--- config.mk ---
export PLATFORM = sky130hd
export DESIGN_NAME = output_port_scheduler
export DESIGN_NICKNAME = d
export VERILOG_FILES = /design/src/rtl/output_port_scheduler.sv
export SDC_FILE = /design/constraint.sdc
export NUM_CORES = 1
export LEC_CHECK = 0
export BUFFER_PORTS_ARGS = -buffer_cell sky130_fd_sc_hd__buf_2
export CORE_MARGIN = 10
export CORE_UTILIZATION = 46
export DETAILED_ROUTE_END_ITERATION = 6
export PLACE_DENSITY = 0.8
export SLEW_MARGIN = 20
export SYNTH_ARGS = -nofsm -noshare
export SYNTH_HDL_FRONTEND = slang
export SYNTH_SLANG_ARGS = --single-unit
--- constraint.sdc ---
create_clock -name clk -period 2.15 [get_ports clk]
set_input_delay 0.43 -clock clk [delete_from_list [all_inputs] [get_ports clk]]
set_output_delay 0.43 -clock clk [all_outputs]
set_load 0.05 [all_outputs]
--- src/rtl/output_port_scheduler.sv ---
// -----------------------------------------------------------------------------
// output_port_scheduler
//
// Per-output-port scheduler for the 8-bit router datapath. It arbitrates
// round-robin among N_IN input buffers that each hold a complete packet for
// this port. It then streams the granted packet to the port's receiver, one
// byte per ready/read handshake.
//
// Ports:
//   clk          single clock, all state on the rising edge
//   reset_n      asynchronous active-low reset
//   in_req       input i holds at least one complete packet
//   in_data      head byte of input i (bits 8i+7:8i)
//   in_last      head byte of input i is the last byte of its packet
//   in_pop       one-hot, advances the head of the granted input on a transfer
//   ready        a packet is being offered/streamed to the receiver
//   read         receiver accepts the byte on this edge
//   data         byte to receiver (8'h00 while ready is low)
//   port         constant PORT_ID
//   src          index of the granted input
//   busy         scheduler is not idle
//   timeout_err  one-cycle pulse when an offer is abandoned
// -----------------------------------------------------------------------------
module output_port_scheduler #(
   parameter int N_IN       = 4,
   parameter int PORT_ID    = 0,
   parameter int GAP_CYCLES = 2,
   parameter int TIMEOUT    = 64
) (
   input  logic                    clk,
   input  logic                    reset_n,
   input  logic [N_IN-1:0]         in_req,
   input  logic [8*N_IN-1:0]       in_data,
   input  logic [N_IN-1:0]         in_last,
   output logic [N_IN-1:0]         in_pop,
   output logic                    ready,
   input  logic                    read,
   output logic [7:0]              data,
   output logic [7:0]              port,
   output logic [$clog2(N_IN)-1:0] src,
   output logic                    busy,
   output logic                    timeout_err
);

   localparam int SW = $clog2(N_IN);
   localparam int TW = $clog2(TIMEOUT);
   localparam int GW = (GAP_CYCLES > 1) ? $clog2(GAP_CYCLES) : 1;

   typedef enum logic [1:0] {
      IDLE  = 2'd0,
      OFFER = 2'd1,
      XFER  = 2'd2,
      GAP   = 2'd3
   } state_t;

   state_t          state_r;
   logic [SW-1:0]   src_r;
   logic [SW-1:0]   last_grant_r;
   logic [GW-1:0]   gap_cnt_r;
   logic [TW-1:0]   to_cnt_r;
   logic            ready_r;
   logic            busy_r;
   logic            terr_r;

   logic            grant_valid_s;
   logic [SW-1:0]   grant_idx_s;
   logic [SW-1:0]   cand_s;
   logic            xfer_s;
   logic            head_last_s;
   logic [7:0]      head_data_s;
   logic [N_IN-1:0] in_pop_s;

   // Round-robin search: first requester after last_grant, wrapping around.
   always_comb begin
      grant_valid_s = 1'b0;
      grant_idx_s   = {SW{1'b0}};
      cand_s        = {SW{1'b0}};
      for (int k = 1; k <= N_IN; k++) begin
         cand_s = SW'((int'(last_grant_r) + k) % N_IN);
         if (!grant_valid_s && in_req[cand_s]) begin
            grant_valid_s = 1'b1;
            grant_idx_s   = cand_s;
         end else begin
            grant_valid_s = grant_valid_s;
         end
      end
   end

   // Head-of-line view of the granted input and the transfer strobe.
   always_comb begin
      xfer_s      = ready_r & read;
      head_last_s = in_last[src_r];
      head_data_s = in_data[{src_r, 3'b000} +: 8];
      in_pop_s    = {N_IN{1'b0}};
      if (xfer_s) begin
         in_pop_s[src_r] = 1'b1;
      end else begin
         in_pop_s = {N_IN{1'b0}};
      end
   end

   // Scheduler FSM; ready/busy are registered alongside the state so they
   // never glitch, and clear immediately on the asynchronous reset.
   always_ff @(posedge clk or negedge reset_n) begin
      if (!reset_n) begin
         state_r      <= IDLE;
         src_r        <= {SW{1'b0}};
         last_grant_r <= SW'(N_IN - 1);
         gap_cnt_r    <= {GW{1'b0}};
         to_cnt_r     <= {TW{1'b0}};
         ready_r      <= 1'b0;
         busy_r       <= 1'b0;
         terr_r       <= 1'b0;
      end else begin
         terr_r <= 1'b0;
         case (state_r)
            IDLE: begin
               if (grant_valid_s) begin
                  src_r    <= grant_idx_s;
                  to_cnt_r <= {TW{1'b0}};
                  state_r  <= OFFER;
                  ready_r  <= 1'b1;
                  busy_r   <= 1'b1;
               end else begin
                  ready_r <= 1'b0;
                  busy_r  <= 1'b0;
               end
            end
            OFFER: begin
               if (read) begin
                  if (head_last_s) begin
                     // Single-byte packet: done on the first transfer.
                     last_grant_r <= src_r;
                     gap_cnt_r    <= GW'(GAP_CYCLES - 1);
                     state_r      <= GAP;
                     ready_r      <= 1'b0;
                  end else begin
                     state_r <= XFER;
                  end
               end else if (to_cnt_r == TW'(TIMEOUT - 1)) begin
                  // Abandon the offer; no byte is popped from the input.
                  terr_r       <= 1'b1;
                  last_grant_r <= src_r;
                  gap_cnt_r    <= GW'(GAP_CYCLES - 1);
                  state_r      <= GAP;
                  ready_r      <= 1'b0;
               end else begin
                  to_cnt_r <= to_cnt_r + TW'(1);
               end
            end
            XFER: begin
               if (read && head_last_s) begin
                  last_grant_r <= src_r;
                  gap_cnt_r    <= GW'(GAP_CYCLES - 1);
                  state_r      <= GAP;
                  ready_r      <= 1'b0;
               end else begin
                  // Either streaming a middle byte or stalled holding it.
                  state_r <= XFER;
               end
            end
            GAP: begin
               if (gap_cnt_r == {GW{1'b0}}) begin
                  state_r <= IDLE;
                  busy_r  <= 1'b0;
               end else begin
                  gap_cnt_r <= gap_cnt_r - GW'(1);
               end
            end
            default: begin
               state_r <= IDLE;
               ready_r <= 1'b0;
               busy_r  <= 1'b0;
            end
         endcase
      end
   end

   // Output drive: data and in_pop follow src/read combinationally.
   always_comb begin
      if (ready_r) begin
         data = head_data_s;
      end else begin
         data = 8'h00;
      end
   end

   assign in_pop      = in_pop_s;
   assign ready       = ready_r;
   assign busy        = busy_r;
   assign src         = src_r;
   assign timeout_err = terr_r;
   assign port        = 8'(PORT_ID);

endmodule

Yosys cells after proc, flatten, opt, wreduce, memory -nomap -nowiden --
Cells that the tools add are included.
Cells by class: shift operators 1, bitwise operators 1, reductions and logical operators 21, equal/unequal tests 11, muxes and demuxes 55, magnitude comparators 6, $add $sub $neg 6
Operators with widths (number):
- $shiftx 32x6->8 | 1
- $mux 1 | 26
- $mux 2 | 12
- $mux 6 | 3
- $reduce_and 4->1 | 4
- $lt 2x3->1 const B | 5
- $pmux 6 s2 | 1
- $bmux 1 s2 | 5
- $ne 2x2->1 const B | 5
- $mux 8 | 1
- $pmux 2 s4 | 1
- $add 6x1->6 const B | 1
- $eq 6x6->1 const B | 1
- $ne 3x3->1 const B | 2
- $pmux 1 s3 | 2
- $reduce_bool 2->1 | 3
- $reduce_bool 3->1 | 2
- $logic_and 1x1->1 | 5
- $add 2x1->2 const B | 2
- $add 2x2->2 const B | 2
- $eq 2x2->1 const B | 2
- $mux 4 | 1
- $pmux 2 s2 | 1
- $reduce_and 2->1 | 2
- 9 further kinds | 11
Word-level totals: word-level logic and storage cells 109, bits in registers 16, input port bits 43, output and inout bits 25

Logic depth before layout (Yosys ltp) --
Gate-level depths: netlist (run 1).
depth after elaboration 15, depth in mapped cells 7, mapped depth without buffers 6

Worst setup path after synthesis (run 1) --
No wires, ideal clock.
kind reg-to-output, from register src_r[1] (netlist: src[1]), to output in_pop[2], required time 1.720 ns, cell stages (with the launch flop) 4, path slack -0.491 ns, arrival 2.211 ns, path buffers 1, path through dfrtp_1 -> clkbuf_1 -> inv_1 -> nor3_1
Between the ends: longest elaborated chain between the ends 5
RTL lines:
- start, declared | RTL line 57 | logic [SW-1:0] src_r;
- start signal, assigned | RTL line 107 | src_r <= {SW{1'b0}};
- start signal, assigned | RTL line 119 | src_r <= grant_idx_s;
- $lt 2x3->1 (not written as such) or $ge 2x1->1 (tied branches) | RTL line 96 | in_pop_s[src_r] = 1'b1;
- $logic_and 1x1->1 (not written as such) | RTL line 96
- $mux 1 (not written as such) | RTL line 96
- $demux 1 s2 (*) | RTL line 96
- $mux 4 (*) | RTL line 95 | if (xfer_s) begin
- end, declared | RTL line 35 | output logic [N_IN-1:0] in_pop,
Every way passes the cells marked *; elsewhere a longest branch is shown, timed or not.

Final worst setup path (run 1) --
from register src_r[0] (netlist: src[0]), to output data[3]
Between the ends: longest elaborated chain between the ends 2
RTL lines:
- $shiftx 32x6->8 | RTL line 93 | head_data_s = in_data[{src_r, 3'b000} +: 8];
- $mux 8 | RTL line 181 | if (ready_r) begin
- end, declared | RTL line 38 | output logic [7:0] data,
No other way between the ends.

==> results of run 1 <==
worst max path at each step:
stage / start / end / slack (ps)
6_report: src[0] / data[3] / 20
5_1_grt: src[0] / data[1] / -20
4_1_cts: src[0] / data[2] / -6
3_5_place_dp: src[0] / data[2] / 180
3_3_place_gp: src[0] / data[5] / 190
2_1_floorplan: src[1] / in_pop[3] / -110
final cells by class:
| type | instances | area [µm²] | share of cell area, % |
|---|---|---|---|
| well taps | 31 | 38.8 | 2.11 |
| multi-input cells | 108 | 891 | 48.5 |
| flip-flops and latches | 16 | 408 | 22.2 |
| repair buffers | 65 | 418 | 22.8 |
| inverters | 12 | 45.0 | 2.45 |
| clock buffers | 4 | 36.3 | 1.98 |
registers in the layout, indices dropped and copies added (netlist names):
signal,count
timeout_err,1
busy,1
last_grant_r,2
to_cnt_r,6
gap_cnt_r,1
state_r,2
src,2
ready,1
timing repair:
action,CTS,global route
endpoints found under the setup margin,8,8
setup buffers,4,0
gates resized for setup,20,14
layout by cell type, fill, tap and decap left out, types with 4 or more instances in the layout:
cell,instances
nand2b_1,4
ha_1,7
dfrtp_1,12
nand2_1,12
buf_2,51
buf_6,6
buf_4,4
mux4_2,9
conb_1,8
nor2_1,7
and2_4,8
a21oi_1,6
inv_1,12
nand3_1,7
through the flow:
step                      hold WS, ps  setup slack [ps]  util, %  instance area [µm²]  cells
final                            28.0              24.9     64.9                 1840    236
after global routing             46.4             -20.0     64.9                 1840    236
after CTS                        40.0             -6.47     64.4                 1820    236
after detailed placement          362               180     59.6                 1690    228
after global placement            360               194     59.6                 1690    228
after floorplan                   134              -105        -                 1440    151
critical path, cell delays in order, from the launching register on:
cell and delay (ps):
dfrtp_4 450, buf_6 130, mux4_2 500, and2_4 180
buf_8 140
layer usage:
metal / global-route usage (%) / vias to the layer above / wire length, µm
met4: 5.46 / 0 / 57
met1: 14.5 / 598 / 1530
li1: - / 623 / -
met3: 3.94 / 6 / 385
met2: 25.9 / 47 / 2180
met5: 0 / - / 0
cell families (layout without fill, tap and decap cells):
kind of cell    Yosys count  in the layout  synth area share [%]
buf+inv                  27             81                  10.3
flops                    16             16                  29.0
mux                      17             17                  21.6
simple gates             54             54                  21.5
fa+ha+maj                 7              7                  6.29
other cells               1              8                 0.270
compound gates           22             22                  11.2
Yosys cell counts (2+ instances only):
cell type	instances
ha_1	7
mux2_2	2
clkbuf_1	3
o211ai_1	3
buf_4	8
mux4_2	6
nand2b_1	4
mux2i_1	3
nor3_1	4
or4_1	2
mux4_1	3
mux2_1	3
nand3_1	7
buf_2	3
or3_1	2
a21oi_1	6
nand2_1	12
and2_1	9
inv_1	12
dfrtp_1	14
a31oi_1	3
dfstp_2	2
nor2_1	7
where the power goes:
part           internal [mW]  switching (mW)
registers              0.444           0.191
clock network          0.103          0.0991
logic                  0.850            1.06
total                   1.40            1.35
==> out/metrics.cfg, run 1 <==
[outcome]
outcome=finished, final reports clean

[min_path]
hp-class=in -> async

[critical_path]
critPathArrivalTime_ps=1700
reg2reg_from=state_r[0]
rrSetupSlack_ps=160
start_kind=flop
crit_fanout=5
path_class=reg -> out
worstRegToRegCells=5
end_kind=output pin
critPathRequiredTime_ps=1720
rr_endpoint=ready

[global_route]
antenna_found_initial=0
grt_pass1_vias=1263
grt_max_degree=17
grt_pass1_wl_um=6090
grt_use_total_pct=14.0
overflow=0

[sta]
fin_tns_setup_ps=0
hold_viol_final=0
max_freq_mhz=471
fin_skew_ps=4.69
min_period_over_period_pct=98.8
setup_violations=0
rsz0062_at_grt=true
min_period_ps=2130
drv_slew=0

[logic_synthesis]
yosysTopAreaCell=dfrtp_1
synthFlopType=dfrtp_1
synth_area_leaders=dfrtp_1 25%, mux4_2 9.7%, ha_1 6.3%
async_reset_ff_share_pct=100
ys_seq_area_share_pct=29.0
syn_avg_cell_area_um2=9.66
syn-cell-area_um2=1390
ys_ff_latch=16
synth_edf_count=0
ys_types=42
yosysTopAreaCellShare_pct=25.2
ys_warn_count=0
postSynthCellCount=144

[routing]
drc=0
drt-initial-drc-count=55
routedWlPerCell_um=17.6
drt-vias-per-instance=5.40
ant_nets=0
totalWireLength_um=4150
vias=1274
drt_first_pass_iters=4

[placement]
io_buffers=59
place_hpwl_um=3210
gp_congestion=0.772

[clock_network]
clkTransAtPathRegs_ps=100
clockBufferDepth=2
clk_latency_ps=290
htree_levels=1
tritoncts=yes
cts_hold_buf=0
cts.sinks=16
cts_buffers=3
root_buffer=clkbuf_4

[floorplanning]
die_area_um2=5620
io_pins=68
fp.coreArea_um2=2830
start_util_pct=49.2
die_w_um=75.0
fp.dieH_um=75.0
row_count=19

[power_and_ir_drop]
peakVddDrop_v=0.000766
pwr_density_cell_nw_per_um2=1490
leakage_nw=0.881
fin_total_pwr_mw=2.74

[finish]
drive_gt1_share_pct=49.8
diodes=0
nets=256
nFillCells=223
syn_to_final_growth_pct=32.0

[flow_run]
cap_violations=0

No activity file was read; power rests on OpenSTA's default activity.
==> run 2, diff against run 1 <==
- RECOVER_POWER: unset -> 50
==> out/metrics.cfg, run 2 (same netlist as run 1, synthesis figures left out) <==
[outcome]
outcome=finished, final reports clean  ; unchanged

[global_route]
antenna_found_initial=0  ; unchanged
grt_max_degree=17  ; unchanged
overflow=0  ; unchanged
grt_use_total_pct=14.0  ; unchanged
grt_pass1_wl_um=6090  ; unchanged
grt_pass1_vias=1263  ; unchanged

[routing]
drt-vias-per-instance=5.40  ; about the same
drt_first_pass_iters=4  ; unchanged
vias=1275  ; was 1274
totalWireLength_um=4140  ; was 4150 µm
ant_nets=0  ; unchanged
drc=0  ; unchanged
routedWlPerCell_um=17.6  ; about the same
drt-initial-drc-count=61  ; was 55

[clock_network]
htree_levels=1  ; unchanged
clk_latency_ps=290  ; about the same
cts.sinks=16  ; unchanged
tritoncts=yes  ; unchanged
cts_buffers=3  ; unchanged
clkTransAtPathRegs_ps=100  ; about the same
root_buffer=clkbuf_4  ; unchanged
clockBufferDepth=2  ; unchanged
cts_hold_buf=0  ; unchanged

[floorplanning]
start_util_pct=49.2  ; unchanged
io_pins=68  ; unchanged
die_area_um2=5620  ; unchanged
fp.dieH_um=75.0  ; unchanged
die_w_um=75.0  ; unchanged
fp.coreArea_um2=2830  ; unchanged
row_count=19  ; unchanged

[flow_run]
cap_violations=0  ; unchanged

[power_and_ir_drop]
peakVddDrop_v=0.000764  ; was 0.000766 V
pwr_density_cell_nw_per_um2=1490  ; about the same
leakage_nw=0.871  ; was 0.881 nW

[finish]
regMostFlops=to_cnt_r  ; unchanged
nets=256  ; unchanged
mostFrequentLayoutCells=48 x buf_2, 12 x inv_1, 12 x nand2_1, 12 x dfrtp_1, 9 x mux4_2  ; was 51 x buf_2, 12 x inv_1, 12 x nand2_1, 12 x dfrtp_1, 9 x mux4_2
postLayoutCellArea_um2=1830  ; was 1840 µm²
nFillCells=223  ; unchanged
drive_gt1_share_pct=48.3  ; was 49.8%
syn_to_final_growth_pct=31.7  ; was 32.0%
largest_register_ffs=6  ; unchanged
multiInputGateArea_um2=891  ; unchanged
diodes=0  ; unchanged
layout_commonest_cell=buf_2  ; unchanged
regArea_um2=408  ; unchanged
final_cells=236  ; unchanged

[sta]
drv_slew=0  ; unchanged
max_freq_mhz=470  ; was 471 MHz
fin_skew_ps=5.31  ; was 4.69 ps
min_period_ps=2130  ; about the same
setup_violations=0  ; unchanged
rsz0062_at_grt=true  ; unchanged
hold_viol_final=0  ; unchanged
slew_headroom_pct=44.9
tightest_slew_ps=827
min_period_over_period_pct=98.9  ; was 98.8%

[critical_path]
cp_top_family=multiplexers  ; unchanged
crit_chain=buf_6 -> mux4_2 -> and2_4 -> buf_8  ; unchanged
crit_fanout=5  ; unchanged
path_buf_inv=2  ; unchanged
path_class=reg -> out  ; unchanged
end_kind=output pin  ; unchanged
max_stage_delay_ps=500  ; about the same
critPathArrivalTime_ps=1700  ; about the same
crit_slowest_cell=mux4_2  ; unchanged
critPathRequiredTime_ps=1720  ; about the same
start_kind=flop  ; unchanged

[placement]
dp_cells=228  ; unchanged
place_hpwl_um=3210  ; unchanged
gp_congestion=0.772  ; unchanged
placed_cell_area_um2=1690  ; unchanged
io_buffers=59  ; unchanged

[min_path]
hp-class=in -> async  ; unchanged

## run 2: cell types whose count changed in the layout (fill, tap and decap cells not counted)
cell and change:
clkbuf_1 +3, buf_2 -3
## run 2: power by group
part,switching (mW),internal (mW),total [mW]
clock,0.0995,0.103,0.203
combinational,1.06,0.847,1.90
sequential,0.190,0.444,0.634
## run 2: worst paths after layout
| path | depth (start not counted) | from | end | slack, ps |
|---|---|---|---|---|
| min reg2reg | 2 | gap_cnt_r | gap_cnt_r | 550 |
| max reg2reg | 5 | state_r[0] | ready | 170 |
| min in group clk | 3 | in_req[2] | src[1] | 490 |
| max | 4 | src[0] | data[3] | 20 |
| min | 1 | reset_n | gap_cnt_r | 200 |
| max in group asynchronous | 1 | reset_n | src[0] | 1350 |
## run 2: metrics by stage
stage	worst slack (ps)	util [%]	power (mW)	hold WS [ps]	setup TNS [ps]
after floorplan	-105	-	1.92	134	-201
after global placement	194	59.6	2.19	360	0
after detailed placement	180	59.6	2.22	362	0
after CTS	-6.47	64.4	2.64	40.0	-8.51
after global routing	-20.0	64.8	2.94	266	-38.1
final	23.9	64.8	2.74	202	0
## run 2: worst reg2reg max path: cells and delay by family (launching register included)
kind | cells | cell delay [ps]
compound gates | 1 | 190
fa+ha+maj | 1 | 260
buf+inv | 1 | 110
flops | 1 | 440
mux | 1 | 330
simple gates | 1 | 550
## run 2: routing by layer
| metal | vias up | wire length, µm | GRT usage, % |
|---|---|---|---|
| met2 | 49 | 2180 | 25.9 |
| met4 | 0 | 56 | 5.46 |
| li1 | 621 | - | - |
| met1 | 599 | 1520 | 14.5 |
| met5 | - | 0 | 0 |
| met3 | 6 | 392 | 3.94 |
## run 2: timing repair
item | 4_1_cts | 5_1_grt
cloned | 0 | 0
setup endpoints to repair | 8 | 8
buffers inserted | 4 | 0
gates resized for setup | 20 | 14
## run 2: area by class of cell
type,count,share of cell area (%)
clock buffers,4,1.98
inverters,12,2.46
multi-input cells,108,48.6
flip-flops and latches,16,22.3
well taps,31,2.12
repair buffers,65,22.6
